<file path="config.mk">
export PLATFORM = sky130hd
export DESIGN_NAME = fifo_sync_param_flat
export DESIGN_NICKNAME = d
export VERILOG_FILES = /design/src/rtl/fifo_sync_param_if.sv /design/src/rtl/fifo_sync_param.sv /design/src/flat_wrapper.sv
export SDC_FILE = /design/constraint.sdc
export NUM_CORES = 1
export LEC_CHECK = 0
export BUFFER_PORTS_ARGS = -buffer_cell sky130_fd_sc_hd__buf_2
export CAP_MARGIN = 15
export CORE_ASPECT_RATIO = 0.8
export CORE_MARGIN = 1.5
export CORE_UTILIZATION = 52
export CTS_CLUSTER_DIAMETER = 150
export CTS_CLUSTER_SIZE = 24
export DETAILED_ROUTE_END_ITERATION = 8
export HOLD_SLACK_MARGIN = 0.03
export PLACE_DENSITY = 0.75
export SYNTH_ARGS = -nofsm -noshare
export SYNTH_HDL_FRONTEND = slang
export SYNTH_SLANG_ARGS = --single-unit
</file>
<file path="constraint.sdc">
create_clock -name clk -period 2.3 [get_ports clk]
set_input_delay 0.115 -clock clk [delete_from_list [all_inputs] [get_ports clk]]
set_output_delay 0.115 -clock clk [all_outputs]
set_load 0.03 [all_outputs]
</file>
<file path="src/rtl/fifo_sync_param_if.sv">
// Handshake/status bundle for fifo_sync_param: producer/consumer side is master, FIFO is slave.
interface fifo_sync_param_if #(
  parameter int unsigned DATA_W = 4,
  parameter int unsigned DEPTH  = 8
);
  localparam int unsigned CNT_W = $clog2(DEPTH) + 1;

  logic              flush;
  logic              err_clr;
  logic              w_en;
  logic [DATA_W-1:0] dwrite;
  logic              r_en;
  logic [DATA_W-1:0] dread;
  logic              dread_valid;
  logic              full_indicate;
  logic              empty_indicate;
  logic              almost_full;
  logic              almost_empty;
  logic [CNT_W-1:0]  count;
  logic              overflow;
  logic              underflow;

  modport master (
    output flush, err_clr, w_en, dwrite, r_en,
    input  dread, dread_valid, full_indicate, empty_indicate, almost_full, almost_empty,
    input  count, overflow, underflow
  );

  modport slave (
    input  flush, err_clr, w_en, dwrite, r_en,
    output dread, dread_valid, full_indicate, empty_indicate, almost_full, almost_empty,
    output count, overflow, underflow
  );
endinterface

</file>
<file path="src/rtl/fifo_sync_param.sv">
// Single-clock FIFO with registered read data, occupancy flags, sticky errors and sync flush.
module fifo_sync_param #(
  parameter int unsigned DATA_W   = 4,
  parameter int unsigned DEPTH    = 8,
  parameter int unsigned AF_LEVEL = 6,
  parameter int unsigned AE_LEVEL = 2
) (
  input logic               clk,
  input logic               reset,
  fifo_sync_param_if.slave  bus
);
  localparam int unsigned ADDR_W = $clog2(DEPTH);
  localparam int unsigned PTR_W  = ADDR_W + 1;

  localparam logic [PTR_W-1:0] PtrOne  = PTR_W'(1);
  localparam logic [PTR_W-1:0] CntFull = PTR_W'(DEPTH);
  localparam logic [PTR_W-1:0] AfLevel = PTR_W'(AF_LEVEL);
  localparam logic [PTR_W-1:0] AeLevel = PTR_W'(AE_LEVEL);

  logic [DATA_W-1:0] mem_q [DEPTH];

  logic [PTR_W-1:0]  wp_q, wp_d;
  logic [PTR_W-1:0]  rp_q, rp_d;
  logic [PTR_W-1:0]  count_q, count_d;
  logic [DATA_W-1:0] dread_q, dread_d;
  logic              dread_valid_q, dread_valid_d;
  logic              overflow_q, overflow_d;
  logic              underflow_q, underflow_d;

  logic full, empty;
  logic wr_acc, rd_acc;

  assign full  = (count_q == CntFull);
  assign empty = (count_q == '0);

  // Flush takes precedence: no data moves and no error is recorded that cycle.
  assign wr_acc = bus.w_en & ~full  & ~bus.flush;
  assign rd_acc = bus.r_en & ~empty & ~bus.flush;

  always_comb begin
    wp_d          = wp_q;
    rp_d          = rp_q;
    count_d       = count_q;
    dread_d       = dread_q;
    dread_valid_d = 1'b0;

    if (bus.flush) begin
      wp_d    = '0;
      rp_d    = '0;
      count_d = '0;
    end else begin
      if (wr_acc) begin
        wp_d = wp_q + PtrOne;
      end
      if (rd_acc) begin
        rp_d          = rp_q + PtrOne;
        dread_d       = mem_q[rp_q[ADDR_W-1:0]];
        dread_valid_d = 1'b1;
      end
      count_d = count_q + PTR_W'(wr_acc) - PTR_W'(rd_acc);
    end

    // A new error in the same cycle as err_clr stays set.
    overflow_d  = (bus.w_en & full  & ~bus.flush) | (overflow_q  & ~bus.err_clr);
    underflow_d = (bus.r_en & empty & ~bus.flush) | (underflow_q & ~bus.err_clr);
  end

  always_ff @(posedge clk or posedge reset) begin
    if (reset) begin
      wp_q          <= '0;
      rp_q          <= '0;
      count_q       <= '0;
      dread_q       <= '0;
      dread_valid_q <= 1'b0;
      overflow_q    <= 1'b0;
      underflow_q   <= 1'b0;
    end else begin
      wp_q          <= wp_d;
      rp_q          <= rp_d;
      count_q       <= count_d;
      dread_q       <= dread_d;
      dread_valid_q <= dread_valid_d;
      overflow_q    <= overflow_d;
      underflow_q   <= underflow_d;
    end
  end

  // Storage is not reset; valid data is tracked by the pointers alone.
  always_ff @(posedge clk) begin
    if (wr_acc) begin
      mem_q[wp_q[ADDR_W-1:0]] <= bus.dwrite;
    end
  end

  assign bus.dread          = dread_q;
  assign bus.dread_valid    = dread_valid_q;
  assign bus.full_indicate  = full;
  assign bus.empty_indicate = empty;
  assign bus.almost_full    = (count_q >= AfLevel);
  assign bus.almost_empty   = (count_q <= AeLevel);
  assign bus.count          = count_q;
  assign bus.overflow       = overflow_q;
  assign bus.underflow      = underflow_q;
endmodule

</file>
<file path="src/flat_wrapper.sv">
// flat-port wrapper written by rule: the top's interface ports become plain ports
module fifo_sync_param_flat 
#(
  parameter int unsigned DATA_W   = 4,
  parameter int unsigned DEPTH    = 8,
  parameter int unsigned AF_LEVEL = 6,
  parameter int unsigned AE_LEVEL = 2
)
  (clk, reset, bus_flush, bus_err_clr, bus_w_en, bus_dwrite, bus_r_en, bus_dread, bus_dread_valid, bus_full_indicate, bus_empty_indicate, bus_almost_full, bus_almost_empty, bus_count, bus_overflow, bus_underflow);
  fifo_sync_param_if #(.DATA_W(DATA_W), .DEPTH(DEPTH)) bus_i ();
  input logic clk;
  input logic reset;
  input wire logic [$bits(bus_i.flush)-1:0] bus_flush;
  input wire logic [$bits(bus_i.err_clr)-1:0] bus_err_clr;
  input wire logic [$bits(bus_i.w_en)-1:0] bus_w_en;
  input wire logic [$bits(bus_i.dwrite)-1:0] bus_dwrite;
  input wire logic [$bits(bus_i.r_en)-1:0] bus_r_en;
  output wire logic [$bits(bus_i.dread)-1:0] bus_dread;
  output wire logic [$bits(bus_i.dread_valid)-1:0] bus_dread_valid;
  output wire logic [$bits(bus_i.full_indicate)-1:0] bus_full_indicate;
  output wire logic [$bits(bus_i.empty_indicate)-1:0] bus_empty_indicate;
  output wire logic [$bits(bus_i.almost_full)-1:0] bus_almost_full;
  output wire logic [$bits(bus_i.almost_empty)-1:0] bus_almost_empty;
  output wire logic [$bits(bus_i.count)-1:0] bus_count;
  output wire logic [$bits(bus_i.overflow)-1:0] bus_overflow;
  output wire logic [$bits(bus_i.underflow)-1:0] bus_underflow;
  assign bus_i.flush = bus_flush;
  assign bus_i.err_clr = bus_err_clr;
  assign bus_i.w_en = bus_w_en;
  assign bus_i.dwrite = bus_dwrite;
  assign bus_i.r_en = bus_r_en;
  assign bus_dread = bus_i.dread;
  assign bus_dread_valid = bus_i.dread_valid;
  assign bus_full_indicate = bus_i.full_indicate;
  assign bus_empty_indicate = bus_i.empty_indicate;
  assign bus_almost_full = bus_i.almost_full;
  assign bus_almost_empty = bus_i.almost_empty;
  assign bus_count = bus_i.count;
  assign bus_overflow = bus_i.overflow;
  assign bus_underflow = bus_i.underflow;
  fifo_sync_param #(.DATA_W(DATA_W), .DEPTH(DEPTH), .AF_LEVEL(AF_LEVEL), .AE_LEVEL(AE_LEVEL)) u_core (.clk(clk), .reset(reset), .bus(bus_i));
endmodule
</file>
==> results.md <==
- Outcome: finished, final reports clean
- Tightest Pin Transition: 0.636 ns
- Yosys warns: 0
- Critical Path Source Type: register
- Initial antenna violation count: 0
- Syn Inst Count: 166
- Die Area: 4640 um2
- Worst-Skew Late Latency: 0.30 ns
- Post-layout util: 66.7%
- CTS tree: done
- Synthesized area: 2200 um2
- Post-synthesis simple-gate area fraction: 11.2%
- P per Cell Area: 1140 nW/um2
- Max cap viols: 0
- Die Y: 61.2 um
- # fillers: 306
- CP Capture Type: register
- Highest routed layer: met4
- Critical Path RT: 2.54 ns
- Port Buffers: 24
- First-pass iteration count of the detailed router: 4
- DP HPWL: 3090 um
- Yosys reg bits: 49
- Synth cell types: 27
- Internal Pwr Total: 0.00184 W
- Final count of hold timing violations: 0
- Drt wl/cell: 15.9 um
- Clock buffer depth: 2
- Compound-Gate Fraction of Synth Area: 5.97%
- M1 WL: 1820 um
- Post-synthesis sequential area ratio: 63.0%
- Vias in the first global route: 1391
- I/O pin count: 25
- # clock sinks: 49
- Peak VDD IR: 0.000508 V
- Global placement routability congestion: 0.737
- Final worst path period share: 98.5%
- Critical-path maximum fanout: 2
- RSZ-0062 raised after global routing: yes
- First-pass GRT wire length: 6620 um
- Cell row count: 20
- Fin Clk Skew: 0.00591 ns
- GR Util All Layers: 20.8%
- Clock share of power: 16.3%
- Net Sw Power: 0.00115 W
- Antenna-violating nets left: 0
- Lkg Pwr: 1.07 nW
- Yosys top cell by area: edfxtp_1
- Reg power frac: 37.8%
- Xor/xnor cell area share of the yosys netlist: 2.39%
- Met2 wire length: 2000 um
- Initial core utilization: 56.1%
- Diodes inserted: 0
- Initial DRC count: 99
- Pins Over Slew Limit: 0
- Largest net degree at the start of global routing: 19
- Drt drc: 0
- Layout cells sized above 1: 31.1%
- Met3 Wirelength: 311 um
- Sw frac: 38.6%
- Multiplexer share of the synthesized area: 7.27%
- Number of H-tree levels: 2
- Top-count cell post-synth: edfxtp_1
- Top cell type's share of synthesized area: 43.6%
- Largest family of logic cells by synthesized area: simple AND/OR/NAND/NOR gates
- Die X: 75.8 um
- Worst hold slack: 0.0411 ns
- Setup CP Type: reg2reg
- WL final: 4200 um
- CTS root buffer: clkbuf_8
- Top post-synthesis cells by area: edfxtp_1, dfrtp_1, mux2i_1, ha_1, a22oi_1
- Total CTS buffers: 5
- FMAX: 441 MHz
- Core Footprint: 3930 um2
- Most frequent cells after synthesis: edfxtp_1, dfrtp_1, mux2i_1
- Async S/R FF share, synth: 34.7%
- Total global routing overflow: 0
- EDFF count, synth: 32
- Vias per cell: 5.31
- Synth Area in Adders: 7.16%
- Area growth syn-to-layout: 19.0%
- Post-layout min period: 2.27 ns
- Post-synth net total: 188
- Clock Pin Slew Worst Setup and Hold Paths: 0.09 ns
- Worst EP arrival: 2.51 ns
- Slew headroom: 57.6%
- Nets: 230
- Syn avg cell area: 13.3 um2
- Vias: 1403
- Final setup viols: 0
- Comb power frac: 45.9%
- Worst hold path class: in2reg
- Most used DFF post-synth: edfxtp_1
==> cell families (layout without fill, tap and decap cells) <==
| family | Yosys count | count (layout) |
|---|---|---|
| AO/OA/AOI/OAI | 20 | 20 |
| XOR/XNOR | 6 | 6 |
| adder cells (fa/ha/maj) | 12 | 12 |
| buffers and inverters | 14 | 57 |
| flip-flops | 49 | 49 |
| multiplexers | 16 | 16 |
| AND/OR/NAND/NOR | 49 | 49 |
==> final cells by class <==
cell class / instances / area [um2] / area share [%]
Inverter: 11 / 46.3 / 1.77
Multi-Input combinational cell: 103 / 802 / 30.6
Tap cell: 55 / 68.8 / 2.63
Sequential cell: 49 / 1390 / 53.0
Timing Repair Buffer: 38 / 228 / 8.69
Clock buffer: 5 / 68.8 / 2.63
Clock inverter: 3 / 17.5 / 0.669
==> final timing paths <==
path	start	depth (start not counted)	end	slack, ns
hold / removal	bus_err_clr	2	u_core.bus.overflow	0.04
setup / recovery	u_core.bus.count[3]	10	u_core.bus.count[1]	0.03
max in group asynchronous	reset	3	u_core.bus.count[3]	1.42
min in group asynchronous	reset	3	u_core.rp_q[0]	0.44
hold reg to reg	u_core.bus.dread[0]	2	u_core.bus.dread[0]	0.52
setup reg to reg	u_core.bus.count[3]	10	u_core.bus.count[1]	0.03
==> power groups by stage <==
| stage | registers (W) | logic [W] | clock network (W) |
|---|---|---|---|
| after floorplan | 0.00130 | 0.000812 | 0 |
| after global placement | 0.00114 | 0.00127 | 0 |
| after detailed placement | 0.00115 | 0.00131 | 0 |
| after CTS | 0.00113 | 0.00134 | 0.000497 |
| after global routing | 0.00114 | 0.00150 | 0.000542 |
| final | 0.00113 | 0.00137 | 0.000489 |
==> state kept, by name (all words and copies together) (netlist names) <==
name,flops
u_core.bus.count,4
u_core.bus.dread,4
u_core.bus.dread_valid,1
u_core.bus.overflow,1
u_core.bus.underflow,1
u_core.mem_q,32
u_core.rp_q,3
u_core.wp_q,3
==> worst max-delay path, cell delays in order (launching register included) <==
cell	delay, ns
dfrtp_2	0.42
inv_2	0.08
ha_4	0.12
or3b_4	0.39
clkinv_4	0.07
nor2_4	0.04
ha_4	0.26
inv_2	0.04
ha_4	0.15
fa_2	0.52
nor2b_1	0.11
==> cells in the final DEF, fill, tap and decap left out, drive strengths merged <==
cell,synthesis,final
ha,11,11
clkinv,0,3
inv,11,10
nand2b,4,4
o21ai,5,5
buf,2,37
a22oi,8,8
clkbuf,1,5
mux2i,16,16
dlygate4sd3,0,1
fa,1,1
o22ai,2,2
or3,1,1
xnor2,2,2
edfxtp,32,32
dfrtp,17,17
nor2b,4,4
a21o,1,1
xor2,4,4
a221o,1,1
nand2,12,12
clkinvlp,0,1
and2,1,1
nor2,15,15
a21oi,3,3
nor3,2,2
nand3,8,8
or3b,2,2
==> through the flow <==
step	cell area, um2	setup slack, ns	std cells	setup TNS (ns)	power [W]
2_1_floorplan	2260	-0.128	166	-0.234	0.00212
3_3_place_gp	2480	0.0508	250	0	0.00241
3_5_place_dp	2480	0.00565	250	0	0.00247
4_1_cts	2590	0.0130	261	0	0.00296
5_1_grt	2620	-0.0331	264	-0.0550	0.00319
6_report	2620	0.0338	264	0	0.00299
==> repair_timing <==
action                     4_1_cts  5_1_grt
setup buffers                    2        3
hold endpoints to repair        17        0
pin swaps                        0        4
hold buffers                     1        0
gates resized for setup          0        2
setup endpoints to repair        1        7
==> metal layers <==
| layer | vias to the layer above | track usage [%] |
|---|---|---|
| met2 | 43 | 31.4 |
| met3 | 9 | 9.49 |
| li1 | 675 | - |
| met5 | - | 0 |
| met4 | 0 | 7.65 |
| met1 | 676 | 26.7 |
Power figures use the tool's default switching activity.
